**src/rtl/muldiv_seq.sv**
```systemverilog
// -----------------------------------------------------------------------------
// muldiv_seq
//
// Multi-cycle sequencer for the SimpleRISC mul / div / mod instructions.
// Sits beside the EX-stage ALU: accepts one operation, holds the pipeline with
// a single stall line while it runs an iterative shift-add multiply or a
// restoring divide on operand magnitudes, then applies the sign and returns a
// WIDTH-bit result together with a one-cycle done pulse.
//
// Ports
//   clk         system clock, rising edge
//   reset       synchronous, active-high; aborts any operation without done
//   start       request from EX; only sampled in IDLE or DONE
//   op          2'b00 mul, 2'b01 div, 2'b10 mod, 2'b11 treated as mul
//   a           signed operand 1 (multiplicand / dividend)
//   b           signed operand 2 (multiplier / divisor)
//   abort       pipeline flush; kills an in-flight operation, blocks start
//   busy        high while in PREP, CALC or FIX (registered)
//   done        one-cycle pulse in DONE, result valid (registered)
//   result      registered result; holds until the next operation's DONE
//   stall_pipe  combinational: busy | (start & (IDLE | DONE))
//
// Optional build macro
//   MULDIV_EARLY_OUT_EN  when defined, a multiply leaves CALC as soon as the
//                        remaining multiplier register is zero at the start
//                        of a cycle. div/mod latency is unaffected.
//
// Latency (macro undefined): start sampled at edge E0, done high after edge
// E(WIDTH+2).
// -----------------------------------------------------------------------------
module muldiv_seq #(
    parameter int WIDTH = 32,
    parameter int CNT_W = 6
) (
    input  logic             clk,
    input  logic             reset,
    input  logic             start,
    input  logic [1:0]       op,
    input  logic [WIDTH-1:0] a,
    input  logic [WIDTH-1:0] b,
    input  logic             abort,
    output logic             busy,
    output logic             done,
    output logic [WIDTH-1:0] result,
    output logic             stall_pipe
);

    typedef enum logic [2:0] {
        ST_IDLE = 3'd0,
        ST_PREP = 3'd1,
        ST_CALC = 3'd2,
        ST_FIX  = 3'd3,
        ST_DONE = 3'd4
    } state_t;

    localparam logic [WIDTH-1:0] ZERO_W   = {WIDTH{1'b0}};
    localparam logic [WIDTH-1:0] ONES_W   = {WIDTH{1'b1}};
    localparam logic [WIDTH-1:0] ONE_W    = {{(WIDTH-1){1'b0}}, 1'b1};
    localparam logic [CNT_W-1:0] ZERO_C   = {CNT_W{1'b0}};
    localparam logic [CNT_W-1:0] ONE_C    = {{(CNT_W-1){1'b0}}, 1'b1};
    localparam logic [CNT_W-1:0] LAST_C   = CNT_W'(WIDTH - 1);

    // Two's-complement negate; magnitude of MIN wraps to 2^(WIDTH-1) unsigned.
    function automatic logic [WIDTH-1:0] neg_f(input logic [WIDTH-1:0] v);
        neg_f = ~v + ONE_W;
    endfunction

    // Magnitude of a signed value, returned as an unsigned WIDTH-bit number.
    function automatic logic [WIDTH-1:0] abs_f(input logic [WIDTH-1:0] v);
        if (v[WIDTH-1]) begin
            abs_f = neg_f(v);
        end else begin
            abs_f = v;
        end
    endfunction

    // FSM state
    state_t            state_r;
    state_t            state_nx_s;

    // Latched request
    logic [WIDTH-1:0]  a_r;
    logic [WIDTH-1:0]  b_r;
    logic [1:0]        op_r;

    // Shared datapath:
    //   mul: x_r = multiplicand (shifts left), y_r = multiplier (shifts right),
    //        acc_r = partial product
    //   div: x_r = quotient / dividend shift register, y_r = divisor magnitude,
    //        acc_r = partial remainder
    logic [WIDTH-1:0]  x_r;
    logic [WIDTH-1:0]  y_r;
    logic [WIDTH-1:0]  acc_r;
    logic [CNT_W-1:0]  cnt_r;
    logic              sign_r;
    logic              div0_r;

    // Registered outputs
    logic              busy_r;
    logic              done_r;
    logic [WIDTH-1:0]  result_r;

    // Combinational helpers
    logic              idle_or_done_s;
    logic              accept_s;
    logic              is_div_s;
    logic              is_mod_s;
    logic              is_mul_s;
    logic              last_iter_s;
    logic              early_out_s;
    logic [WIDTH:0]    shift_s;
    logic [WIDTH:0]    trial_s;
    logic [WIDTH-1:0]  mag_s;
    logic [WIDTH-1:0]  fix_val_s;
    logic              busy_nx_s;
    logic              done_nx_s;

    assign idle_or_done_s = (state_r == ST_IDLE) || (state_r == ST_DONE);
    // abort outranks start: a flush on the same edge discards the request.
    assign accept_s       = start && !abort && idle_or_done_s;

    assign is_div_s       = (op_r == 2'b01);
    assign is_mod_s       = (op_r == 2'b10);
    assign is_mul_s       = !is_div_s && !is_mod_s;
    assign last_iter_s    = (cnt_r == LAST_C);

`ifdef MULDIV_EARLY_OUT_EN
    // Nothing left to add once the multiplier has shifted out to zero.
    assign early_out_s    = is_mul_s && (y_r == ZERO_W);
`else
    assign early_out_s    = 1'b0;
`endif

    // Restoring divide step: shift next dividend bit into the remainder and
    // try subtracting the divisor; a borrow (bit WIDTH set) means restore.
    assign shift_s        = {acc_r, x_r[WIDTH-1]};
    assign trial_s        = shift_s - {1'b0, y_r};

    // Final sign application. MIN/-1 and MIN mod -1 fall out of the
    // magnitude arithmetic; only divide-by-zero quotient is forced.
    always_comb begin
        mag_s     = acc_r;
        fix_val_s = ZERO_W;
        if (is_div_s) begin
            mag_s = x_r;
        end else begin
            mag_s = acc_r;
        end
        if (is_div_s && div0_r) begin
            fix_val_s = ONES_W;
        end else if (sign_r) begin
            fix_val_s = neg_f(mag_s);
        end else begin
            fix_val_s = mag_s;
        end
    end

    // Next-state logic; reset is applied in the state register.
    always_comb begin
        state_nx_s = state_r;
        case (state_r)
            ST_IDLE: begin
                if (accept_s) begin
                    state_nx_s = ST_PREP;
                end else begin
                    state_nx_s = ST_IDLE;
                end
            end
            ST_PREP: begin
                if (abort) begin
                    state_nx_s = ST_IDLE;
                end else begin
                    state_nx_s = ST_CALC;
                end
            end
            ST_CALC: begin
                if (abort) begin
                    state_nx_s = ST_IDLE;
                end else if (early_out_s || last_iter_s) begin
                    state_nx_s = ST_FIX;
                end else begin
                    state_nx_s = ST_CALC;
                end
            end
            ST_FIX: begin
                if (abort) begin
                    state_nx_s = ST_IDLE;
                end else begin
                    state_nx_s = ST_DONE;
                end
            end
            ST_DONE: begin
                if (accept_s) begin
                    state_nx_s = ST_PREP;
                end else begin
                    state_nx_s = ST_IDLE;
                end
            end
            default: begin
                state_nx_s = ST_IDLE;
            end
        endcase
    end

    // Output decode from the next state so busy/done can be registered.
    always_comb begin
        busy_nx_s = 1'b0;
        done_nx_s = 1'b0;
        case (state_nx_s)
            ST_PREP, ST_CALC, ST_FIX: begin
                busy_nx_s = 1'b1;
                done_nx_s = 1'b0;
            end
            ST_DONE: begin
                busy_nx_s = 1'b0;
                done_nx_s = 1'b1;
            end
            default: begin
                busy_nx_s = 1'b0;
                done_nx_s = 1'b0;
            end
        endcase
    end

    // State register with registered busy/done flags.
    always_ff @(posedge clk) begin
        if (reset) begin
            state_r <= ST_IDLE;
            busy_r  <= 1'b0;
            done_r  <= 1'b0;
        end else begin
            state_r <= state_nx_s;
            busy_r  <= busy_nx_s;
            done_r  <= done_nx_s;
        end
    end

    // Operand latch, iteration datapath and result register.
    always_ff @(posedge clk) begin
        if (reset) begin
            a_r      <= ZERO_W;
            b_r      <= ZERO_W;
            op_r     <= 2'b00;
            x_r      <= ZERO_W;
            y_r      <= ZERO_W;
            acc_r    <= ZERO_W;
            cnt_r    <= ZERO_C;
            sign_r   <= 1'b0;
            div0_r   <= 1'b0;
            result_r <= ZERO_W;
        end else begin
            case (state_r)
                ST_IDLE, ST_DONE: begin
                    if (accept_s) begin
                        a_r  <= a;
                        b_r  <= b;
                        op_r <= op;
                    end else begin
                        a_r  <= a_r;
                        b_r  <= b_r;
                        op_r <= op_r;
                    end
                end
                ST_PREP: begin
                    // mod follows the dividend's sign; mul/div the xor.
                    if (is_mod_s) begin
                        sign_r <= a_r[WIDTH-1];
                    end else begin
                        sign_r <= a_r[WIDTH-1] ^ b_r[WIDTH-1];
                    end
                    div0_r <= (b_r == ZERO_W);
                    x_r    <= abs_f(a_r);
                    y_r    <= abs_f(b_r);
                    acc_r  <= ZERO_W;
                    cnt_r  <= ZERO_C;
                end
                ST_CALC: begin
                    cnt_r <= cnt_r + ONE_C;
                    if (is_mul_s) begin
                        if (y_r[0]) begin
                            acc_r <= acc_r + x_r;
                        end else begin
                            acc_r <= acc_r;
                        end
                        x_r <= {x_r[WIDTH-2:0], 1'b0};
                        y_r <= {1'b0, y_r[WIDTH-1:1]};
                    end else begin
                        if (!trial_s[WIDTH]) begin
                            acc_r <= trial_s[WIDTH-1:0];
                            x_r   <= {x_r[WIDTH-2:0], 1'b1};
                        end else begin
                            acc_r <= shift_s[WIDTH-1:0];
                            x_r   <= {x_r[WIDTH-2:0], 1'b0};
                        end
                    end
                end
                ST_FIX: begin
                    // A flush here must leave the previous result visible.
                    if (!abort) begin
                        result_r <= fix_val_s;
                    end else begin
                        result_r <= result_r;
                    end
                end
                default: begin
                    result_r <= result_r;
                end
            endcase
        end
    end

    assign busy       = busy_r;
    assign done       = done_r;
    assign result     = result_r;
    assign stall_pipe = busy_r | (start & idle_or_done_s);

endmodule

```
**config.mk**
```make
export PLATFORM = sky130hd
export DESIGN_NAME = muldiv_seq
export DESIGN_NICKNAME = d
export VERILOG_FILES = /design/src/rtl/muldiv_seq.sv
export SDC_FILE = /design/constraint.sdc
export NUM_CORES = 1
export LEC_CHECK = 0
export BUFFER_PORTS_ARGS = -buffer_cell sky130_fd_sc_hd__buf_2
export CELL_PAD_IN_SITES_DETAIL_PLACEMENT = 0
export CELL_PAD_IN_SITES_GLOBAL_PLACEMENT = 2
export CORE_MARGIN = 2
export CORE_UTILIZATION = 36
export DETAILED_ROUTE_END_ITERATION = 6
export GPL_TIMING_DRIVEN = 0
export PLACE_DENSITY = 0.82
export SLEW_MARGIN = 20
export SYNTH_ARGS = -nofsm -noshare
export SYNTH_HDL_FRONTEND = slang
export SYNTH_SLANG_ARGS = --single-unit
export TNS_END_PERCENT = 1
```
**constraint.sdc**
```tcl
create_clock -name clk -period 4.8 [get_ports clk]
set_input_delay 0.96 -clock clk [delete_from_list [all_inputs] [get_ports clk]]
set_output_delay 0.96 -clock clk [all_outputs]
set_load 0.01 [all_outputs]
```
==> reports/qor.csv <==
metric;value;unit
final-setup-viol-count;0;
dieArea;40400;µm²
firstDrtPassIters;5;
async_flop_share;0;
cts_tree;yes;
endpoint;result[28];
yosysUniqueCellTypes;76;
slowest_stage;nor4_2;
insertion_delay;0.57;ns
global_route.usage.met3;0.0266;
synth-compound-area-share;0.281;
rr_startpoint;op_r[0];
p_sw;0.00141;W
crit_path_max_incr_delay;0.53;ns
drt_iter0_markers;873;
synthesis.nets;1961;
hold_violations;0;
crit_chain;ha_1 > buf_6 > buf_2 > clkbuf_4 > mux2i_1 > ha_1 > o21ai_1 > nor4_2 > nand3_1 > or3_1 > nand2b_4 > o31ai_4 > xnor2_1 > a21oi_1;
fin_crit;4.32;ns
ir_drop;0.231;mV
antenna_found_initial;1;
drc;0;
crit_type;reg -> reg;
worst_pin_slew;0.851;ns
root_buffer;clkbuf_16;
endpoint_kind;register;
synth-simple-area-share;0.184;
grt_max_degree;20;
synth_fa_ha_area_frac;0.0647;
ys_warn_count;0;
netlist.area_leader.share;0.297;
cts-hold-fix-buffers;0;
cts_setup_buffers;0;
grtUsageMet2;0.384;
status;finished, final reports clean;
drt_wl_total;48600;µm
r2r_end;result[28];
rsz0062_at_grt;false;
timing.fmax;232;MHz
p_sw_frac;0.296;
path_common_cell;ha_1;
ys_top_cells_by_area;dfxtp_1 30%, a21oi_1 8.4%, nand2_1 6.7%;
grtUsageMet1;0.334;
maxSlewHeadroom;0.433;
p_leak;6.47;nW
fin_skew;0.0321;ns
rr_worst_depth;14;
via_per_inst;5.55;
grt_pass1_vias;13100;
arrival;4.75;ns
antenna_left;0;
clock_path_buffers;3;
top_usage_layer;met2;
ff2ff_setup_slack;0.48;ns
grt_usage;0.236;
fin_nets;2090;
htree_num_levels;1;
synth_area;14000;µm²
cp.depth;14;
slew_violations;0;
maxCapViolations;0;
wl_per_cell;19.6;µm
p_comb_frac;0.190;
die_height;201;µm
critical_path_required;5.24;ns
cp.buffers_inverters;3;
synthXorXnorAreaFrac;0.0853;
crit_path_start_kind;register;
critPathTopFamily;simple AND/OR/NAND/NOR gates;
cp_max_fo;28;
core_area;38500;µm²
area_growth;14.9;%
start_util;0.363;
overflow;0;
synthMuxAreaShare;0.0416;
synth_edf_count;0;
critical_path.startpoint;op_r[0];
cts_num_sinks;207;
numPortBuffers;103;
p_int;0.00335;W
pin_count;105;
ys_seq_area_frac;0.297;
power_frac_seq;0.380;
diodes;0;
pwr_density_cell;297;nW/µm²
rows;72;
dp_hpwl;39000;µm
clkPwrFrac;0.430;
synth-seq-cells;207;
postSynthCellCount;1820;
clk_pin_slew;0.06;ns
synth_ff_type;dfxtp_1;
synth_top_family_by_area;compound AO/OA/AOI/OAI gates;
cts-buffers-inserted;26;
die_w;201;µm
detailroute.via_count;13800;
stdcell_area;16000;µm²
period_share;0.900;
utilization;0.417;
syn_avg_cell_area;7.67;µm²
placed_cell_area;15100;µm²
synth_area_leader_cell;dfxtp_1;
drive_gt1_frac;0.101;
grt_pass1_wl;75500;µm
min_path_type;reg -> reg;
place.gp.congestion;0.900;
-- sequential cells by signal, summed over array words and instances (netlist names), 3 cells and up --
register / flops
y_r: 32
x_r: 32
result: 32
cnt_r: 6
a_r: 32
acc_r: 32
state_r: 3
b_r: 32
-- worst reg2reg max path: stages (launching register included) --
cell and delay [ns]:
dfxtp_1 0.36, ha_1 0.28, buf_6 0.18, buf_2 0.25, clkbuf_4 0.52, mux2i_1 0.34, ha_1 0.21, o21ai_1 0.11
nor4_2 0.53, nand3_1 0.24, or3_1 0.48, nand2b_4 0.19, o31ai_4 0.26, xnor2_1 0.17, a21oi_1 0.09
-- through the flow --
stage | cells | power, W | hold slack [ns] | setup WS (ns) | setup TNS, ns
after floorplan | 1820 | 0.00248 | 0.444 | 0.810 | 0
final | 2485 | 0.00477 | 0.472 | 0.482 | 0
after CTS | 2486 | 0.00480 | 0.473 | 0.0954 | 0
after detailed placement | 2441 | 0.00275 | 0.467 | -0.605 | -2.87
after global placement | 2441 | 0.00274 | 0.458 | -0.557 | -2.87
after global routing | 2485 | 0.00497 | 0.491 | 0.249 | 0
-- power groups by stage --
stage | logic, W | clock network (W) | registers (W)
2_1_floorplan | 0.000645 | 0 | 0.00183
3_3_place_gp | 0.000888 | 0 | 0.00185
3_5_place_dp | 0.000898 | 0 | 0.00185
4_1_cts | 0.000903 | 0.00208 | 0.00181
5_1_grt | 0.000991 | 0.00216 | 0.00182
6_report | 0.000903 | 0.00205 | 0.00181
-- area by class of cell --
| cell class | count | area [µm²] |
|---|---|---|
| Multi-Input combinational cell | 1450 | 9190 |
| Timing Repair Buffer | 103 | 515 |
| Buffer | 107 | 442 |
| Clock inverter | 11 | 153 |
| Clock buffer | 35 | 744 |
| Inverter | 54 | 203 |
| Sequential cell | 207 | 4140 |
| Tap cell | 518 | 648 |
| Fill cell | 4081 | 22400 |
-- worst min-delay path by stage --
stage	startpoint	end	slack (ns)	cells past startpoint
final	y_r[2]	y_r[2]	0.47	2
after global routing	y_r[2]	y_r[2]	0.49	2
after CTS	y_r[2]	y_r[2]	0.47	2
after detailed placement	b_r[1]	b_r[1]	0.47	2
after global placement	b_r[1]	b_r[1]	0.46	2
after floorplan	b_r[1]	b_r[1]	0.44	2
-- cells in the final DEF (no fill, tap or decap), types with 18 or more instances in the layout --
cell / instances
dfxtp_1: 207
ha_1: 69
xor2_1: 60
clkbuf_16: 26
clkbuf_1: 94
nand2_1: 248
nand3_1: 24
buf_2: 111
inv_1: 54
o211ai_1: 22
nor3_1: 23
o31ai_1: 18
a21oi_1: 233
a22oi_1: 31
mux2i_1: 49
xnor2_1: 76
a21o_1: 34
nor2_1: 141
a211oi_1: 37
o21ai_0: 117
-- cell usage after synthesis (11+ instances only) --
library cell,n
nand2_1,248
a21oi_1,233
dfxtp_1,207
nor2_1,141
o21ai_0,117
clkbuf_1,91
xnor2_1,76
ha_1,69
xor2_1,60
inv_1,54
mux2i_1,49
a211oi_1,37
a21o_1,34
a22oi_1,31
nor3_1,25
nand3_1,24
o211ai_1,22
o31ai_1,18
a221oi_1,17
nand2b_1,17
or3_1,15
nand4_1,14
a31oi_1,13
o21a_1,13
or4_1,12
o41ai_1,11
-- routing by layer --
| metal | share of wire | vias to the layer above |
|---|---|---|
| li1 | - | 6856 |
| met4 | 0.020 | 0 |
| met2 | 0.45 | 328 |
| met5 | 0 | - |
| met3 | 0.048 | 59 |
| met1 | 0.48 | 6553 |
-- cells by family (layout without fill, tap and decap cells) --
| logic type | Yosys count | count (layout) |
|---|---|---|
| AOI/OAI and AO/OA | 621 | 621 |
| muxes | 57 | 57 |
| DFF | 207 | 207 |
| buffers and inverters | 163 | 310 |
| xor gates and xnor gates | 136 | 136 |
| adders and majority gates | 71 | 71 |
| and+or+nand+nor | 565 | 565 |
-- what timing repair did --
action | in CTS | in global routing
pin swaps | 0 | 0
gates resized for setup | 1 | 1
endpoints found under the setup margin | 6 | 4
Note: power is estimated with default switching activity, not from simulation.
